## src/rtl/bloom_pkg.sv

```systemverilog
// Shared constants for the bloom filter query and insert sides: hash keys,
// hash count and the query FSM states. Both sides must import this package
// so that the generated indices agree.
package bloom_pkg;

  localparam int NUM_HASH = 3;
  localparam int KW       = 2;  // width of the hash counter

  typedef enum logic [1:0] {
    IDLE = 2'd0,
    HASH = 2'd1,
    DONE = 2'd2
  } state_t;

  localparam logic [0:NUM_HASH-1][7:0] HASH_KEY = {8'h9D, 8'h3B, 8'hE7};

  // Key lookup that stays in range for the unused counter code.
  function automatic logic [7:0] hash_key(input logic [KW-1:0] k);
    case (k)
      2'd0:    hash_key = HASH_KEY[0];
      2'd1:    hash_key = HASH_KEY[1];
      default: hash_key = HASH_KEY[2];
    endcase
  endfunction

endpackage

```

## src/rtl/bloom_hash_idx.sv

```systemverilog
// Multiplicative hash: full-width product of key and data, index taken
// from the most significant $clog2(BL_SIZE) bits of the product.
module bloom_hash_idx #(
  parameter int D_SIZE  = 8,
  parameter int BL_SIZE = 16
) (
  input  logic [D_SIZE-1:0]          key,
  input  logic [D_SIZE-1:0]          data,
  output logic [$clog2(BL_SIZE)-1:0] idx
);

  localparam int IW = $clog2(BL_SIZE);
  localparam int PW = 2 * D_SIZE;

  logic [PW-1:0] prod;

  assign prod = {{D_SIZE{1'b0}}, key} * {{D_SIZE{1'b0}}, data};
  // Top bits of the product carry the best mixing of the key bits.
  assign idx  = IW'(prod >> (PW - IW));

endmodule

```

## src/rtl/bloom_check.sv

```systemverilog
// Bloom filter membership check. One query at a time: the key is hashed
// three times through a single shared multiplier (one hash per cycle)
// against a snapshot of the filter taken at acceptance.
// Optional macro BLOOM_EARLY_EXIT_EN: finish as soon as a probed bit is 0.
module bloom_check
  import bloom_pkg::*;
#(
  parameter int D_SIZE  = 8,
  parameter int BL_SIZE = 16
) (
  input  logic               clk,
  input  logic               reset,
  input  logic               load_valid,
  input  logic [BL_SIZE-1:0] load_vec,
  input  logic               q_valid,
  output logic               q_ready,
  input  logic [D_SIZE-1:0]  q_data,
  output logic               r_valid,
  output logic               r_hit,
  input  logic               r_ready,
  output logic [BL_SIZE-1:0] filter
);

  localparam int IW = $clog2(BL_SIZE);

  state_t             state, state_nxt;
  logic [KW-1:0]      k;
  logic [D_SIZE-1:0]  data;
  logic [BL_SIZE-1:0] snap;
  logic               acc;
  logic [IW-1:0]      idx;
  logic               bit_k;
  logic               accept;
  logic               last_k;

  bloom_hash_idx #(.D_SIZE(D_SIZE), .BL_SIZE(BL_SIZE)) u_hash (
    .key  (D_SIZE'(hash_key(k))),
    .data (data),
    .idx  (idx)
  );

  assign bit_k   = snap[idx];
  assign accept  = q_valid && (state == IDLE);
  assign last_k  = (k == KW'(NUM_HASH - 1));
  assign q_ready = (state == IDLE);
  assign r_valid = (state == DONE);
  assign r_hit   = r_valid & acc;

  // Stored filter; reset wins over a concurrent load.
  always_ff @(posedge clk) begin
    if (reset)           filter <= '0;
    else if (load_valid) filter <= load_vec;
  end

  // FSM state register.
  always_ff @(posedge clk) begin
    if (reset) state <= IDLE;
    else       state <= state_nxt;
  end

  // FSM next-state logic.
  always_comb begin
    state_nxt = state;
    case (state)
      IDLE: if (accept) state_nxt = HASH;
      HASH: begin
        if (last_k) state_nxt = DONE;
`ifdef BLOOM_EARLY_EXIT_EN
        if (!bit_k) state_nxt = DONE;
`endif
      end
      DONE:    if (r_ready) state_nxt = IDLE;
      default: state_nxt = IDLE;
    endcase
  end

  // Query datapath: capture key and pre-load filter, then fold one probe per cycle.
  always_ff @(posedge clk) begin
    if (reset) begin
      k    <= '0;
      data <= '0;
      snap <= '0;
      acc  <= 1'b0;
    end else if (accept) begin
      k    <= '0;
      data <= q_data;
      snap <= filter;
      acc  <= 1'b1;
    end else if (state == HASH) begin
      acc <= acc & bit_k;
      k   <= (state_nxt == DONE) ? '0 : k + 1'b1;
    end
  end

endmodule

```

## config.mk

```make
export PLATFORM = sky130hd
export DESIGN_NAME = bloom_check
export DESIGN_NICKNAME = d
export VERILOG_FILES = /design/src/rtl/bloom_pkg.sv /design/src/rtl/bloom_hash_idx.sv /design/src/rtl/bloom_check.sv
export SDC_FILE = /design/constraint.sdc
export NUM_CORES = 1
export LEC_CHECK = 0
export ABC_AREA = 1
export BUFFER_PORTS_ARGS = -buffer_cell sky130_fd_sc_hd__buf_2
export CAP_MARGIN = 5
export CELL_PAD_IN_SITES_DETAIL_PLACEMENT = 0
export CELL_PAD_IN_SITES_GLOBAL_PLACEMENT = 1
export CORE_ASPECT_RATIO = 0.75
export CORE_MARGIN = 3
export CORE_UTILIZATION = 43
export DETAILED_ROUTE_END_ITERATION = 10
export PLACE_DENSITY_LB_ADDON = 0.1
export SYNTH_ARGS = -nofsm -noshare
export SYNTH_HDL_FRONTEND = slang
export SYNTH_SLANG_ARGS = --single-unit
```

## constraint.sdc

```tcl
create_clock -name clk -period 7.1 [get_ports clk]
set_clock_uncertainty 0.15 [all_clocks]
set_input_delay 1.065 -clock clk [delete_from_list [all_inputs] [get_ports clk]]
set_output_delay 1.065 -clock clk [all_outputs]
set_load 0.01 [all_outputs]
```

Yosys cells after proc, flatten, opt, wreduce, memory -nomap -nowiden

Index checks and enable logic that the tools add are counted.

$add $sub $neg: 1
$mul: 1
Div/mod/pow operators: 0
Magnitude comparators: 1
Eq/ne operators: 5
Shift-type cells: 0
Muxes and demuxes: 10
Bitwise logic cells: 2
Reduce and logical (&&, ||, !) cells: 5

Operator list:

| cell                                                        | count |
|---|---|
| multiplier 8 x 8 -> 16 bit                                  | 1 |
| case mux 8 bit (2 select lines)                             | 1 |
| 2-to-1 mux 2 bit                                            | 4 |
| == test 2 bit (second input constant)                       | 3 |
| case mux 2 bit (3 select lines)                             | 1 |
| less-than comparator 4 x 5 -> 1 bit (second input constant) | 1 |
| binary-select mux 1 bit (select 4 bit)                      | 1 |
| == test 2 x 1 -> 1 bit (second input constant)              | 2 |
| logical NOT 2 bit                                           | 2 |
| 2-to-1 mux 1 bit                                            | 3 |
| adder 2 x 1 -> 2 bit (second input constant)                | 1 |
| AND 1 bit                                                   | 2 |
| nonzero test 2 bit                                          | 1 |
| OR reduction 2 bit                                          | 1 |
| logical AND 1 bit                                           | 1 |

Bits in registers: 45
Bits in latches: 0
Bits in writable memories: 0
Bits in read-only memories: 0
Input bits: 29
Output and inout bits: 19
Logic and storage cells: 31
Memories kept: 0

Logic depth before layout (Yosys ltp)

Gate-level depths: netlist of run 1.

Depth after elaboration: 8
Mapped depth: 31
Gate-level depth less buffers: 29

Cells and area by module

A second synthesis of run 1 with hierarchy kept.

Cells, all modules: 570
Area, all modules: 3998.8 µm²

Modules (own cells, without submodules):

| module         | instances | cells an instance | area an instance (µm²) | sequential area each (µm²) |
|---|---|---|---|---|
| bloom_hash_idx | 1         | 320               | 2145.8                 | 0.0 |
| bloom_check    | 1         | 250               | 1853.0                 | 900.9 |

Worst setup path after synthesis of run 1

Ideal clock, no wire load.

Path type: reg2reg
From: register k[1]
To: register acc
Arrival: 4866 ps
Required time: 6836 ps
Setup slack: 1970 ps
Stages on the path, launching flop included: 30
Clock period less this slack: 5130 ps
Path through: dfxtp_1 > inv_1 > ha_1 > clkbuf_1 > nor2_1 > clkbuf_1 > nor2_1 > fa_1 > inv_1 > fa_1 > inv_1 > fa_1 > inv_1 > fa_1 > inv_1 > ha_1 > nand2_1 > nand2_1 > nand2_1 > nand2_1 > nor2_1 > nand3_1 > nand3_1 > nand3_1 > nand3_1 > nand3_1 > nand2_1 > nand2_1 > nand2_1 > a21oi_2

Cells in the longest elaborated chain, start to end: 8
Elaborated cells between the ends (all ways): 9
Classes of those cells: mul: 1; eq/ne: 1; mux: 5; bitwise: 1; reduce/logical: 1

Ends and longest elaborated chain:

| item                                                               | line                 | text |
|---|---|---|
| start, declared                                                    | bloom_check.sv:27    | `logic [KW-1:0] k;` |
| start signal, assigned                                             | bloom_check.sv:91    | `k <= (state_nxt == DONE) ? '0 : k + 1'b1;` |
| == test 2 x 1 -> 1 bit / logical NOT 2 bit (equally long branches) | bloom_pkg.sv:19      | `case (k)` |
| case mux 8 bit (2 select lines) (*)                                | bloom_pkg.sv:19      |  |
| multiplier 8 x 8 -> 16 bit (*)                                     | bloom_hash_idx.sv:17 | `assign prod = {{D_SIZE{1'b0}}, key} * {{D_SIZE{1'b0}}, data};` |
| binary-select mux 1 bit (select 4 bit) (*)                         | bloom_check.sv:42    | `assign bit_k = snap[idx];` |
| 2-to-1 mux 1 bit (not written as such) (*)                         | bloom_check.sv:42    |  |
| AND 1 bit (*)                                                      | bloom_check.sv:90    | `acc <= acc & bit_k;` |
| 2-to-1 mux 1 bit (*)                                               | bloom_check.sv:89    | `end else if (state == HASH) begin` |
| 2-to-1 mux 1 bit (*)                                               | bloom_check.sv:84    | `end else if (accept) begin` |
| end signal, assigned                                               | bloom_check.sv:90    |  |
| end, declared                                                      | bloom_check.sv:30    | `logic acc;` |

Every way passes the cells marked *; elsewhere a longest branch is shown, timed or not. The select of a mux whose other input is x is not followed.
A chain may end at the register's enable or synchronous reset.

Final worst setup path of run 1

From: register k[0]
To: register acc

Same word-level chain as after synthesis.

==> results of run 1 <==
cells by family (layout without fill, tap and decap cells):
kind of cell / Yosys count / after routing / synth area share (%)
and+or+nand+nor: 205 / 205 / 23.3
buffers and inverters: 119 / 162 / 12.5
adders and majority gates: 71 / 71 / 31.1
AOI/OAI and AO/OA: 60 / 60 / 8.49
DFF: 45 / 45 / 24.3
xor gates and xnor gates: 1 / 1 / 0.237
how the worst min path moves through the flow:
stage | from | end | slack, ns | depth (start not counted)
after floorplan | acc$_SDFFE_PP0P_ | acc$_SDFFE_PP0P_ | 0.29 | 2
after global placement | k[1]$_SDFFE_PP0P_ | k[1]$_SDFFE_PP0P_ | 0.32 | 2
after detailed placement | snap[9]$_SDFFE_PP0P_ | snap[9]$_SDFFE_PP0P_ | 0.33 | 2
after CTS | acc$_SDFFE_PP0P_ | acc$_SDFFE_PP0P_ | 0.34 | 2
after global routing | snap[8]$_SDFFE_PP0P_ | snap[8]$_SDFFE_PP0P_ | 0.37 | 2
final | snap[8]$_SDFFE_PP0P_ | snap[8]$_SDFFE_PP0P_ | 0.34 | 2
placed cells by master (no fill, tap or decap):
master and instances:
nand2_1 45, ha_1 36, dfxtp_1 45, o21ai_0 40, nand4_1 2, inv_1 105
and2_1 1, nand3_2 1, o211ai_1 1, o22ai_1 1, buf_4 1, fa_1 35
nand2_2 4, a211oi_1 1, nand3_1 40, buf_2 47, inv_2 1, or2_2 1
clkinv_4 1, nor2_1 108, inv_6 1, nand2_4 1, clkinvlp_4 1, clkbuf_16 5
a21o_2 1, nor2_4 1, xnor2_1 1, nor2_2 1, a21oi_2 1, a21oi_1 15
metrics by stage:
| stage | power (mW) | setup slack, ns |
|---|---|---|
| floorplan | 0.574 | 1.97 |
| global placement | 0.667 | 1.47 |
| detailed placement | 0.669 | 1.33 |
| CTS | 0.911 | 1.31 |
| global route | 0.990 | 0.700 |
| finish | 0.900 | 1.24 |
worst max-delay path, stage by stage, from the launching register on:
cell	delay, ns
dfxtp_1	0.33
inv_1	0.08
ha_1	0.34
nor2_1	0.56
nor2_1	0.20
fa_1	0.57
inv_1	0.05
fa_1	0.51
inv_1	0.07
fa_1	0.54
inv_1	0.06
fa_1	0.53
inv_1	0.04
ha_1	0.32
nand2_1	0.07
nand2_1	0.06
nand2_1	0.07
nand2_1	0.05
nor2_1	0.15
nand3_1	0.31
nand3_1	0.19
nand3_1	0.09
nand3_1	0.10
nand3_1	0.07
nand2_1	0.09
nand2_1	0.05
nand2_1	0.06
a21oi_2	0.04
power breakdown:
part           internal (mW)  total [mW]  switching (mW)
clock                  0.132       0.234           0.102
sequential             0.272       0.285          0.0131
combinational          0.141       0.380           0.239
metal layers:
layer | vias up | GRT usage, % | share of wire (%)
met3 | 7 | 3.98 | 5.8
met2 | 68 | 23.9 | 37
met1 | 1420 | 30.4 | 56
met4 | 0 | 3.17 | 0.53
li1 | 1623 | - | -
met5 | - | 0 | 0
registers in the layout, summed over array words and instances (netlist names):
name	cells
acc	1
data	8
filter	16
k	2
snap	16
state	2
area by class of cell:
class                           count  area, um2  area share, %
Tap cell                          105        131           3.16
Multi-Input combinational cell    337       2340           56.2
Inverter                          106        398           9.56
Sequential cell                    45        901           21.7
Clock buffer                        5        125           3.01
Timing Repair Buffer               48        243           5.83
Clock inverter                      3       25.0          0.602
==> reports/metrics.yaml, run 1 <==
logic_synthesis:
  synth_top_cell_area_share_pct: 24.3
  postSynthCellCount: 501
  yosysWarningCount: 0
  yosysMostFrequentCell: "nor2_1"
  ys_seq_area_share_pct: 24.3
  syn_avg_cell_area_um2: 7.38
  yosys_most_used_dff: "dfxtp_1"
  synth.ff_latch_count: 45
  async_flop_share_pct: 0
  yosys.area.top_type: "dfxtp_1"
  synth_common_cells: "108 x nor2_1, 105 x inv_1, 45 x dfxtp_1, 45 x nand2_1"
  synth_nets: 601
  netlist_area_um2: 3700
  synth_cell_types: 26
  synth_edf_count: 0
  ys_top_cells_by_area: "dfxtp_1 24%, fa_1 19%, ha_1 12%"
clock_network:
  numCtsBuffers: 5
  hold_buffers: 0
  clkTransAtPathRegs_ns: 0.06
  clk_latency_ns: 0.29
  clock-root-buffer: "clkbuf_16"
  cts_sinks: 45
  cts.path.max_buffers: 2
  cts_tree: "yes"
  postCtsSetupBuffers: 0
  cts_repair_resize_count: 0
  htree_levels: 2
place:
  portBuffers: 47
  dp_hpwl_um: 7050
  place_congestion: 0.908
  dpl_cell_area_um2: 4010
  post-place-cells: 641
global_routing:
  antenna_found_initial: 0
  gr-total-overflow: 0
  grt_use_total_pct: 18.3
  grt_max_degree: 42
  grt_pass1_vias: 2941
  grt_first_pass_wirelength_um: 14400
job:
  maxCapViolations: 0
sta:
  max_freq_mhz: 171
  rsz0062_at_grt: "false"
  finalCritPeriodShare_pct: 82.6
  finalSetupViolCount: 0
  tns_ns: 0
  tightest_slew_ns: 0.902
  slew_headroom_pct: 39.8
  hold_violations: 0
  drv_slew: 0
  fin_crit_ns: 5.86
  hold_ws_ns: 0.345
floorplanning:
  initial_core_util_pct: 45.5
  num_rows: 28
  core_area_um2: 8130
  die-area_um2: 9760
  io_pins: 48
  die_w_um: 113
  die_h_um: 86.3
critical_path:
  endpoint_kind: "register"
  cp.arrival_ns: 5.89
  r2r_start: "k[0]$_SDFFE_PP0P_"
  r2r_end: "acc$_SDFFE_PP0P_"
  crit_required_ns: 7.12
  reg2reg_depth: 27
  cp-start-kind: "register"
  regToRegSetupSlack_ns: 1.24
  path_max_fanout: 11
  worstSetupPathType: "register to register"
  critPathLaunch: "k[0]$_SDFFE_PP0P_"
  crit_path_end: "acc$_SDFFE_PP0P_"
routing:
  num_vias: 3118
  totalWireLength_um: 8490
  drcViolationCount: 0
  wl_per_cell_um: 13.1
  via_per_inst: 4.80
  antenna_left: 0
  first_pass_iters: 8
  drt_iter0_markers: 190
cells_and_area:
  design_area_um2: 4160
  area_delta_synth_final_pct: 12.4
  final_util_pct: 51.2
  diodes: 0
  drive_gt1_share_pct: 12.5
  stdcell_count: 649
  final_nets: 643
  nFillCells: 840
power:
  p_leak_nw: 2.18
  cellPowerDensity_nw_per_um2: 216
  ir_drop_uv: 133
run_status:
  status: "finished, final reports clean"
hold_path:
  min_path_type: "register to register"
(Power assumes the default switching activity.)
==> inputs of run 2 (changes only) <==
clock period = 5.59 ns   (was 7.1 ns; I/O delays follow)
==> run 2 against run 1 <==
  * Critical path type unchanged
  * Sequential cell count unchanged
  * Critical path depth increased by 2
  * Die area unchanged
  * Maximum frequency increased by 12%
  * Clock-buffer cell count unchanged
  * Core utilization increased by 1.0 points
  * First-iteration DRC count decreased by 18%
  * Sequential share of layout area decreased by 0.43 points
  * Power increased by 30%
  * Worst setup slack got worse by 0.87 ns
==> reports/metrics.yaml, run 2 (same netlist as run 1, synthesis figures left out) <==
clock_network:
  cts_repair_resize_count: 0
  clock-root-buffer: "clkbuf_16"
  clkTransAtPathRegs_ns: 0.07
  hold_buffers: 0
  postCtsSetupBuffers: 0
  htree_levels: 2
  cts_tree: "yes"
  numCtsBuffers: 5
  cts.path.max_buffers: 2
  cts_sinks: 45
  clk_latency_ns: 0.29
cells_and_area:
  diodes: 0
  drive_gt1_share_pct: 15.0
  layout_commonest_cell: "inv_1"
  final_nets: 645
  biggestRegsByFlops: "filter x16, snap x16, data x8"
  final_util_pct: 52.2
  area_delta_synth_final_pct: 14.7
  final_cell_mix: "105 x inv_1, 103 x nor2_1, 47 x buf_2"
sta:
  postLayoutSetupSlackWorst_ns: 0.371
  hold_ws_ns: 0.343
  drv_slew: 0
  fin_crit_ns: 5.22
  hold_violations: 0
  finalCritPeriodShare_pct: 93.4
  slew_headroom_pct: 29.0
  tightest_slew_ns: 1.06
  rsz0062_at_grt: "false"
  max_freq_mhz: 192
  finalSetupViolCount: 0
  tns_ns: 0
run_status:
  status: "finished, final reports clean"
global_routing:
  antenna_found_initial: 0
  grt_use_total_pct: 18.9
  grt_max_degree: 42
  gr-total-overflow: 0
  grt_pass1_vias: 2990
  grt_first_pass_wirelength_um: 14600
floorplanning:
  die-area_um2: 9760
  num_rows: 28
  core_area_um2: 8130
  initial_core_util_pct: 45.5
  io_pins: 48
  die_h_um: 86.3
  die_w_um: 113
power:
  clockPowerShare_pct: 26.1
  internal-power_mw: 0.705
  power.switching_mw: 0.466
  power_mw: 1.17
  cellPowerDensity_nw_per_um2: 276
  p_comb_share_pct: 42.9
  p_leak_nw: 2.21
  ir_drop_uv: 128
  seq_power_share_pct: 31.0
  switching_share_pct: 39.8
routing:
  first_pass_iters: 4
  wl_per_cell_um: 13.5
  antenna_left: 0
  num_vias: 3150
  via_per_inst: 4.84
  drt_iter0_markers: 155
  totalWireLength_um: 8800
  drcViolationCount: 0
place:
  dp_hpwl_um: 7200
  place_ws_ns: 0.114
  portBuffers: 47
  place_congestion: 0.863
critical_path:
  slowest_delay_ns: 0.54
  path_max_fanout: 11
  crit_path_frequent_cell: "nand2_1"
  cp.arrival_ns: 5.28
  endpoint_kind: "register"
  cp-start-kind: "register"
  regToRegSetupSlack_ns: 0.37
  worstSetupPathType: "register to register"
  crit_slowest_cell: "fa_1"
  crit_required_ns: 5.65
job:
  maxCapViolations: 0
hold_path:
  min_path_type: "register to register"
==> run 2: changes by cell type in the layout (fill, tap and decap cells not counted), moves of 2 or more <==
cell and delta:
nor2_1 -5, nand2_1 -4, nand2_2 +4, nor2_2 +4, nand3_1 -2, nand3_4 +2
==> run 2: per-layer routing <==
layer | part of all wire, % | vias to the layer above | track usage, %
li1 | - | 1626 | -
met1 | 57 | 1448 | 31.8
met2 | 36 | 69 | 23.4
met3 | 5.3 | 7 | 4.68
met4 | 0.76 | 0 | 3.60
met5 | 0 | - | 0
==> run 2: area by class of cell <==
class	instances	area, um2
well taps	105	131
inverters	106	398
multi-input cells	337	2400
clock buffers	5	125
flip-flops and latches	45	901
clock inverters	3	25.0
repair buffers	50	262
fillers	827	3880
==> run 2: worst max-delay path: cells and delay by family (launching register included) <==
| kind | cells | cell delay [ns] |
|---|---|---|
| buffers and inverters | 6 | 0.47 |
| AND/OR/NAND/NOR | 16 | 1.41 |
| flip-flops | 1 | 0.36 |
| AO/OA/AOI/OAI | 1 | 0.10 |
| adder cells (fa/ha/maj) | 6 | 2.63 |
==> run 2: per-stage QoR <==
step,std cells,area (um2)
floorplan,501,3700
global placement,643,4030
detailed placement,643,4030
CTS,651,4180
global route,651,4240
finish,651,4240
==> run 2: power groups by stage <==
stage / combinational [mW] / sequential [mW] / clock (mW)
floorplan: 0.361 / 0.368 / 0
CTS: 0.490 / 0.363 / 0.311
global placement: 0.480 / 0.370 / 0
finish: 0.502 / 0.363 / 0.306
detailed placement: 0.479 / 0.369 / 0
global route: 0.594 / 0.366 / 0.322
==> run 2: worst paths after layout <==
path	depth (start not counted)	endpoint	from
min	2	k[1]$_SDFFE_PP0P_	k[1]$_SDFFE_PP0P_
max	29	acc$_SDFFE_PP0P_	k[1]$_SDFFE_PP0P_
min reg2reg	2	k[1]$_SDFFE_PP0P_	k[1]$_SDFFE_PP0P_
max reg2reg	29	acc$_SDFFE_PP0P_	k[1]$_SDFFE_PP0P_
